File: config.mk
export PLATFORM = sky130hd
export DESIGN_NAME = sinc2_decimator
export DESIGN_NICKNAME = d
export VERILOG_FILES = /design/src/rtl/sd_pkg.sv /design/src/rtl/sd_comb_stage.sv /design/src/rtl/sinc2_decimator.sv
export SDC_FILE = /design/constraint.sdc
export NUM_CORES = 1
export LEC_CHECK = 0
export BUFFER_PORTS_ARGS = -buffer_cell sky130_fd_sc_hd__buf_4
export CORE_UTILIZATION = 56
export CTS_CLUSTER_SIZE = 25
export DETAILED_ROUTE_END_ITERATION = 7
export PLACE_DENSITY_LB_ADDON = 0.12
export SYNTH_ARGS = -nofsm -noshare
export SYNTH_HDL_FRONTEND = slang
export SYNTH_SLANG_ARGS = --single-unit
File: constraint.sdc
create_clock -name clk -period 3.29 [get_ports clk]
set_input_delay 0.658 -clock clk [delete_from_list [all_inputs] [get_ports clk]]
set_output_delay 0.658 -clock clk [all_outputs]
set_load 0.1 [all_outputs]
File: src/rtl/sd_pkg.sv
// Shared sigma-delta package: common sample-format constants, the CIC
// datapath width rule and the 8-bit saturation helper. Used by both the
// modulator and the sinc^2 decimator.
package sd_pkg;

  localparam int SD_SAMPLE_W   = 8;
  localparam int SD_SAMPLE_MIN = -128;
  localparam int SD_SAMPLE_MAX = 127;

  // A sinc^2 filter with ratio 2^log2r peaks at R^2 = 2^(2*log2r), so one
  // extra bit holds the full-scale value without wrapping.
  function automatic int sd_cic_w(input int log2r);
    return 2 * log2r + 1;
  endfunction

  function automatic logic signed [SD_SAMPLE_W-1:0] sd_sat8(input int v);
    int r;
    if (v > SD_SAMPLE_MAX)      r = SD_SAMPLE_MAX;
    else if (v < SD_SAMPLE_MIN) r = SD_SAMPLE_MIN;
    else                        r = v;
    return r[SD_SAMPLE_W-1:0];
  endfunction

endpackage

File: src/rtl/sd_comb_stage.sv
// One CIC comb (differentiator) section.
//   clk, clrn : clock, async active-low reset
//   tick      : decimated-rate strobe; delay register loads x when high
//   x         : W-bit input
//   y         : x minus the value x held on the previous tick (modulo 2^W)
module sd_comb_stage #(
  parameter int W = 13
) (
  input  logic         clk,
  input  logic         clrn,
  input  logic         tick,
  input  logic [W-1:0] x,
  output logic [W-1:0] y
);

  logic [W-1:0] d_q;

  always_ff @(posedge clk or negedge clrn) begin
    if (!clrn)     d_q <= '0;
    else if (tick) d_q <= x;
  end

  assign y = x - d_q;

endmodule

File: src/rtl/sinc2_decimator.sv
// Second-order CIC (sinc^2) decimator for a 1-bit sigma-delta stream.
// Decimates by R = 2^LOG2R and rescales to an 8-bit signed sample.
//   clk, clrn : clock, async active-low reset
//   en        : bit strobe, din accepted only on edges with en=1
//   din       : modulator bitstream (1 = +full scale, 0 = -full scale)
//   sample    : signed decimated sample, held between outputs
//   valid     : one-cycle pulse when sample/raw are new
//   raw       : unsigned comb output captured alongside sample
module sinc2_decimator
  import sd_pkg::*;
#(
  parameter  int LOG2R = 6,
  localparam int W     = sd_cic_w(LOG2R)
) (
  input  logic                          clk,
  input  logic                          clrn,
  input  logic                          en,
  input  logic                          din,
  output logic signed [SD_SAMPLE_W-1:0] sample,
  output logic                          valid,
  output logic [W-1:0]                  raw
);

  // c2 spans 0..2^(2*LOG2R); this shift maps that range onto 0..256.
  localparam int SH = 2 * LOG2R - 8;

  logic [W-1:0]       int1_q, int2_q, int1_d;
  logic [LOG2R-1:0]   cnt_q;
  logic               tick_q, tick2_q;
  logic [1:0]         wu_q;
  logic [W-1:0]       c1, c2, c2_q;
  logic [W-1:0]       raw_q;
  logic signed [SD_SAMPLE_W-1:0] sample_q, sample_d;
  logic               valid_q;
  logic [31:0]        c2_ext;
  int                 s_full;

  assign int1_d = int1_q + {{(W-1){1'b0}}, din};

  // Integrators and frame counter; wrap-around is intended (CIC arithmetic).
  always_ff @(posedge clk or negedge clrn) begin
    if (!clrn) begin
      int1_q <= '0;
      int2_q <= '0;
      cnt_q  <= '0;
      tick_q <= 1'b0;
    end else begin
      tick_q <= en && (&cnt_q);
      if (en) begin
        int1_q <= int1_d;
        int2_q <= int2_q + int1_d;
        cnt_q  <= cnt_q + 1'b1;
      end
    end
  end

  sd_comb_stage #(.W(W)) u_comb1 (
    .clk(clk), .clrn(clrn), .tick(tick_q), .x(int2_q), .y(c1)
  );

  sd_comb_stage #(.W(W)) u_comb2 (
    .clk(clk), .clrn(clrn), .tick(tick_q), .x(c1), .y(c2)
  );

  // Rescale: c2 is non-negative, so a zero-extended int is wide enough
  // to hold the signed W+1-bit result exactly.
  assign c2_ext   = 32'(c2_q);
  assign s_full   = int'(c2_ext >> SH) - (SD_SAMPLE_MAX + 1);
  assign sample_d = sd_sat8(s_full);

  always_ff @(posedge clk or negedge clrn) begin
    if (!clrn) begin
      c2_q     <= '0;
      tick2_q  <= 1'b0;
      wu_q     <= '0;
      raw_q    <= '0;
      sample_q <= '0;
      valid_q  <= 1'b0;
    end else begin
      tick2_q <= tick_q;
      valid_q <= 1'b0;
      if (tick_q) c2_q <= c2;
      if (tick2_q) begin
        // The first two frames only fill the comb delays; drop them.
        if (wu_q == 2'd2) begin
          raw_q    <= c2_q;
          sample_q <= sample_d;
          valid_q  <= 1'b1;
        end else begin
          wu_q <= wu_q + 2'd1;
        end
      end
    end
  end

  assign sample = sample_q;
  assign raw    = raw_q;
  assign valid  = valid_q;

endmodule
# Word level (Yosys, flattened, before mapping)
# Cells that the tools add are included.
[op_classes]
order_cmp = 2
mux = 4
n_eq_ne = 1
bitwise_logic = 1
n_reduce_logical = 4
add_sub_neg = 7
[op_table]
columns = ["cell", "count"]
rows = [
  ["$sub A13 B13 Y13", 2],
  ["$mux W8", 2],
  ["$add A13 B1 Y13", 1],
  ["$add A13 B13 Y13", 1],
  ["$gt A10 B8 Y1 const B", 1],
  ["$lt A10 B8 Y1 const B", 1],
  ["$sub A9 B8 Y10 const B", 1],
  ["$add A6 B1 Y6 const B", 1],
  ["$reduce_and A6 Y1", 1],
  ["$reduce_and A2 Y1", 2],
  ["$add A2 B1 Y2 const B", 1],
  ["$eq A2 B2 Y1 const B", 1],
  ["$mux W1", 2],
  ["$logic_and A1 B1 Y1", 1],
  ["$not A1 Y1", 1],
]
[totals]
elab_cells = 31
out_inout_bits = 22
reg_bits = 97
in_bits = 4

# Longest topological paths before layout
[depth]
depth_word = 4
mapped_depth = 17

# Modules after synthesis
# A second synthesis with hierarchy kept.
[unflattened]
cells_unflattened = 587
hier_area_um2 = 5825.6
[modules_own_cells]
columns = ["module", "instances", "area_each_um2", "cells_per_inst", "seq_area_each_um2"]
rows = [
  ["sinc2_decimator", 1, 3465.8, 303, 1776.7],
  ["sd_comb_stage", 2, 1179.9, 142, 325.3],
]

# Worst setup path after synthesis
# OpenSTA, ideal clock, no wires.
[synth_timing]
path_kind = "in2reg"
from = "input port din"
to = "register int2_q[12]"
cell_stages = 14
path_slack_ps = -26
path_buffers = 1
arrival_time_ps = 3193
path_cell_list = "ha_1 -> ha_1 -> and3_1 -> and4_1 -> buf_2 -> xor2_1 -> ha_1 -> a21o_1 -> a31o_2 -> a21o_1 -> a31o_2 -> xnor2_1 -> nand2_1 -> xnor2_1"
[synth_between]
elab_chain_cells = 2
[synth_lines]
columns = ["item", "line", "text"]
rows = [
  ["from (decl)", "sinc2_decimator.sv:18", "input logic din,"],
  ["$add A13 B1 Y13", "sinc2_decimator.sv:38", "assign int1_d = int1_q + {{(W-1){1'b0}}, din};"],
  ["net int1_d[8]", "sinc2_decimator.sv:27", "logic [W-1:0] int1_q, int2_q, int1_d;"],
  ["$add A13 B13 Y13", "sinc2_decimator.sv:51", "int2_q <= int2_q + int1_d;"],
  ["to (signal assigned)", "sinc2_decimator.sv:51", ""],
  ["to (decl)", "sinc2_decimator.sv:27", ""],
]
# The timed path passes the listed nets, and every way through them passes these cells.
# A chain may end at the register's enable or synchronous reset.

# Worst setup path after layout
[layout_timing]
from = "register int2_q[1]"
to = "register c2_q[12]"
[layout_between]
elab_chain_cells = 2
[layout_lines]
columns = ["item", "line", "text"]
rows = [
  ["$sub A13 B13 Y13", "sd_comb_stage.sv:23", "assign y = x - d_q;"],
  ["net c1[9]", "sinc2_decimator.sv:31", "logic [W-1:0] c1, c2, c2_q;"],
  ["$sub A13 B13 Y13", "sd_comb_stage.sv:23", ""],
  ["to (signal assigned)", "sinc2_decimator.sv:73", "c2_q <= '0;"],
  ["to (signal assigned)", "sinc2_decimator.sv:82", "if (tick_q) c2_q <= c2;"],
  ["to (decl)", "sinc2_decimator.sv:31", ""],
]
# The timed path passes the listed nets, and every way through them passes these cells.

==> impl_metrics.json <==
{
  "clk_latency_ps": 360,
  "vias": 3872,
  "final.setup.worst_slack_ps": -10.22,
  "grt_usage": 0.2063,
  "wl_per_cell_um": 13.33,
  "reg2reg_depth": 16,
  "port_buffers": 25,
  "synth-seq-area-share": 0.4458,
  "row_count": 35,
  "crit_start": "int2_q[1]",
  "drive_gt1_frac": 0.2730,
  "core_area_um2": 9328,
  "cts_buffer_depth": 2,
  "grt_pass1_vias": 3788,
  "ios": 26,
  "arrival_ps": 3550,
  "start_util": 0.5838,
  "hold_violations": 0,
  "synth_flop_cell": "dfrtp_1",
  "clock-sinks": 97,
  "ys_ff_latch": 97,
  "synth_top_area_share": 0.4458,
  "cts_tree": "yes",
  "tightest_slew_ps": 522.0,
  "r2r_end": "c2_q[12]",
  "netlist-cell-type-count": 48,
  "drv_cap": 0,
  "maxSlewViolCount": 0,
  "crit_type": "reg -> reg",
  "dp.cells": 699,
  "synth-edff-count": 0,
  "crit_chain": "ha_1 -> nor2b_1 -> o21a_1 -> o21ai_2 -> a21oi_2 -> o22a_2 -> mux2i_2 -> and3_4 -> ha_4 -> a21o_1 -> a21oi_2 -> o31ai_2 -> a21oi_2 -> xnor2_1 -> xnor2_1 -> mux2_4",
  "hpwl_mm": 6.989,
  "antenna_found_initial": 0,
  "slowest_stage": "dfrtp_1",
  "die_area_um2": 10120,
  "dr.first_iter.drc_count": 102,
  "cts-root-buf": "clkbuf_8",
  "maxSlewHeadroom": 0.6520,
  "grt_max_degree": 98,
  "avgSynthCellArea_um2": 10.47,
  "cp.depth": 16,
  "synth.net_count": 569,
  "path_delay_family": "compound AO/OA/AOI/OAI gates",
  "drtAntennaViolNets": 0,
  "reg2reg_slack_ps": -10,
  "ir_drop_mv": 0.5164,
  "synthArstFlopShare": 1.000,
  "violations": "setup timing",
  "ys_top_cells_by_area": "dfrtp_1 45%, ha_1 9.7%, mux2_2 7.4%",
  "drc": 0,
  "cp-start-kind": "flip-flop",
  "dr.pass1.iters": 4,
  "syn-cell-area_um2": 5445,
  "grt_overflow": 0,
  "nNetsFinal": 641,
  "htree_num_levels": 3,
  "status": "complete, but fails checks",
  "cts_buffers": 9,
  "timing.rr.start": "int2_q[1]",
  "critPathRequiredTime_ps": 3540,
  "area_delta_synth_final_pct": 18.27,
  "setup_violations": 1,
  "clkTransAtPathRegs_ps": 100,
  "rsz0062_at_grt": "yes",
  "grt_pass1_wl_mm": 16.75,
  "path_buf_inv": 0,
  "synth_top_cell_by_area": "dfrtp_1",
  "skew_ps": 13.05,
  "die_h_um": 100.6,
  "die_w_um": 100.6,
  "cp_max_fo": 4,
  "fmax_mhz": 303.0,
  "gp_congestion": 0.8236,
  "power_density_nw_per_um2": 1010,
  "final_cells": 726,
  "hold_path_class": "in -> async",
  "ys_warn_count": 0,
  "synth_cells": 520,
  "cp_slowest_stage_delay_ps": 410,
  "postCtsHoldBufs": 0,
  "crit_top_cell": "a21oi_2",
  "p_leak_nw": 3.128,
  "endpoint_kind": "flip-flop",
  "wl_mm": 9.678,
  "crit_end": "c2_q[12]",
  "fill_cells": 737,
  "diodes": 0,
  "period_minus_slack_ps": 3300,
  "tns_ps": -10.22,
  "viasPerCell": 5.333,
  "finalCritPeriodShare": 1.003
}
-- flip-flops by register name (all words and copies together), names as in the netlist --
signal / cells
int2_q: 13
sample: 8
cnt_q: 6
c2_q: 13
u_comb1.d_q: 13
u_comb2.d_q: 13
int1_q: 13
tick_q: 1
raw: 13
tick2_q: 1
wu_q: 2
valid: 1
-- per-stage QoR --
stage | utilization | area (um2) | power [mW] | hold slack, ps | setup WS [ps]
final | 0.6904 | 6440 | 6.502 | 312.8 | -10.22
after detailed placement | 0.6490 | 6053 | 5.193 | 457.7 | -185.0
after global placement | 0.6490 | 6053 | 5.031 | 451.1 | -106.4
after floorplan | - | 5453 | 4.168 | 351.9 | 11.15
after global routing | 0.6904 | 6440 | 7.052 | 331.5 | -187.0
after CTS | 0.6746 | 6292 | 6.028 | 347.0 | -13.63
-- worst min-delay path by stage --
stage | from | end
4_1_cts | clrn | raw[1]
3_5_place_dp | sample[0] | sample[0]
3_3_place_gp | sample[6] | sample[6]
5_1_grt | clrn | raw[1]
2_1_floorplan | tick_q | tick2_q
6_report | clrn | raw[2]
-- cell usage after synthesis, drive strengths merged (2+ instances only) --
cell and instances:
and2 3, nand4 9, ha 42, nand2 57, buf 4, a211oi 4, and3 7, fa 3
nor3 4, a21oi 25, a31o 2, clkinv 2, nor2 20, xnor2 40, nor2b 3, mux2i 4
o21a 6, a31oi 2, xor2 20, o21bai 3, inv 33, o22a 3, a21o 12, and4 2
nand3 4, mux2 37, dfrtp 97, o21ai 43, o31ai 3, nand2b 4, clkbuf 10
-- layout make-up --
type                            instances  area (um2)  share of cell area
Clock buffer                           10       127.6             0.01982
Clock inverter                          6       42.54            0.006606
Inverter                               35       131.4             0.02040
Multi-Input combinational cell        374        2974              0.4618
Sequential cell                        97        2427              0.3769
Tap cell                              129       161.4             0.02506
Timing Repair Buffer                   75       575.6             0.08937
-- cells by family after synthesis --
family | Yosys count | synth area share
buffers and inverters | 49 | 0.03401
DFF | 97 | 0.4458
adders and majority gates | 45 | 0.1075
AOI/OAI and AO/OA | 112 | 0.1328
and+or+nand+nor | 116 | 0.09881
muxes | 41 | 0.08456
xor gates and xnor gates | 60 | 0.09651
-- metal layers --
metal / vias up / GRT usage / wire length, um
met2: 53 / 0.3646 / 4952
met3: 18 / 0.02497 / 188
met4: 0 / 0.09030 / 180
met5: - / 0 / 0
met1: 1859 / 0.2542 / 4356
li1: 1942 / - / -
-- what timing repair did --
item / in CTS / in global routing
pin swaps: 18 / 15
cloned: 0 / 0
setup endpoints to repair: 3 / 4
setup buffers: 3 / 8
gates resized for setup: 12 / 17
-- placed cells by master (no fill, tap or decap), types with 5 or more instances in the layout --
master / instances
a21o_1: 12
a21oi_1: 16
a21oi_2: 9
and3_1: 5
buf_4: 74
clkbuf_8: 9
dfrtp_1: 97
ha_1: 37
inv_1: 31
mux2_2: 36
nand2_1: 56
nand4_1: 9
nor2_1: 19
o21a_1: 6
o21ai_0: 35
o21ai_1: 6
xnor2_1: 38
xor2_1: 19
-- where the power goes --
| part | leakage (nW) | switching, mW | internal (mW) |
|---|---|---|---|
| sequential | 1.31 | 0.177 | 1.40 |
| combinational | 1.73 | 2.07 | 2.17 |
| clock | 0.0827 | 0.408 | 0.276 |
| total | 3.13 | 2.65 | 3.85 |
(Power assumes the default switching activity.)
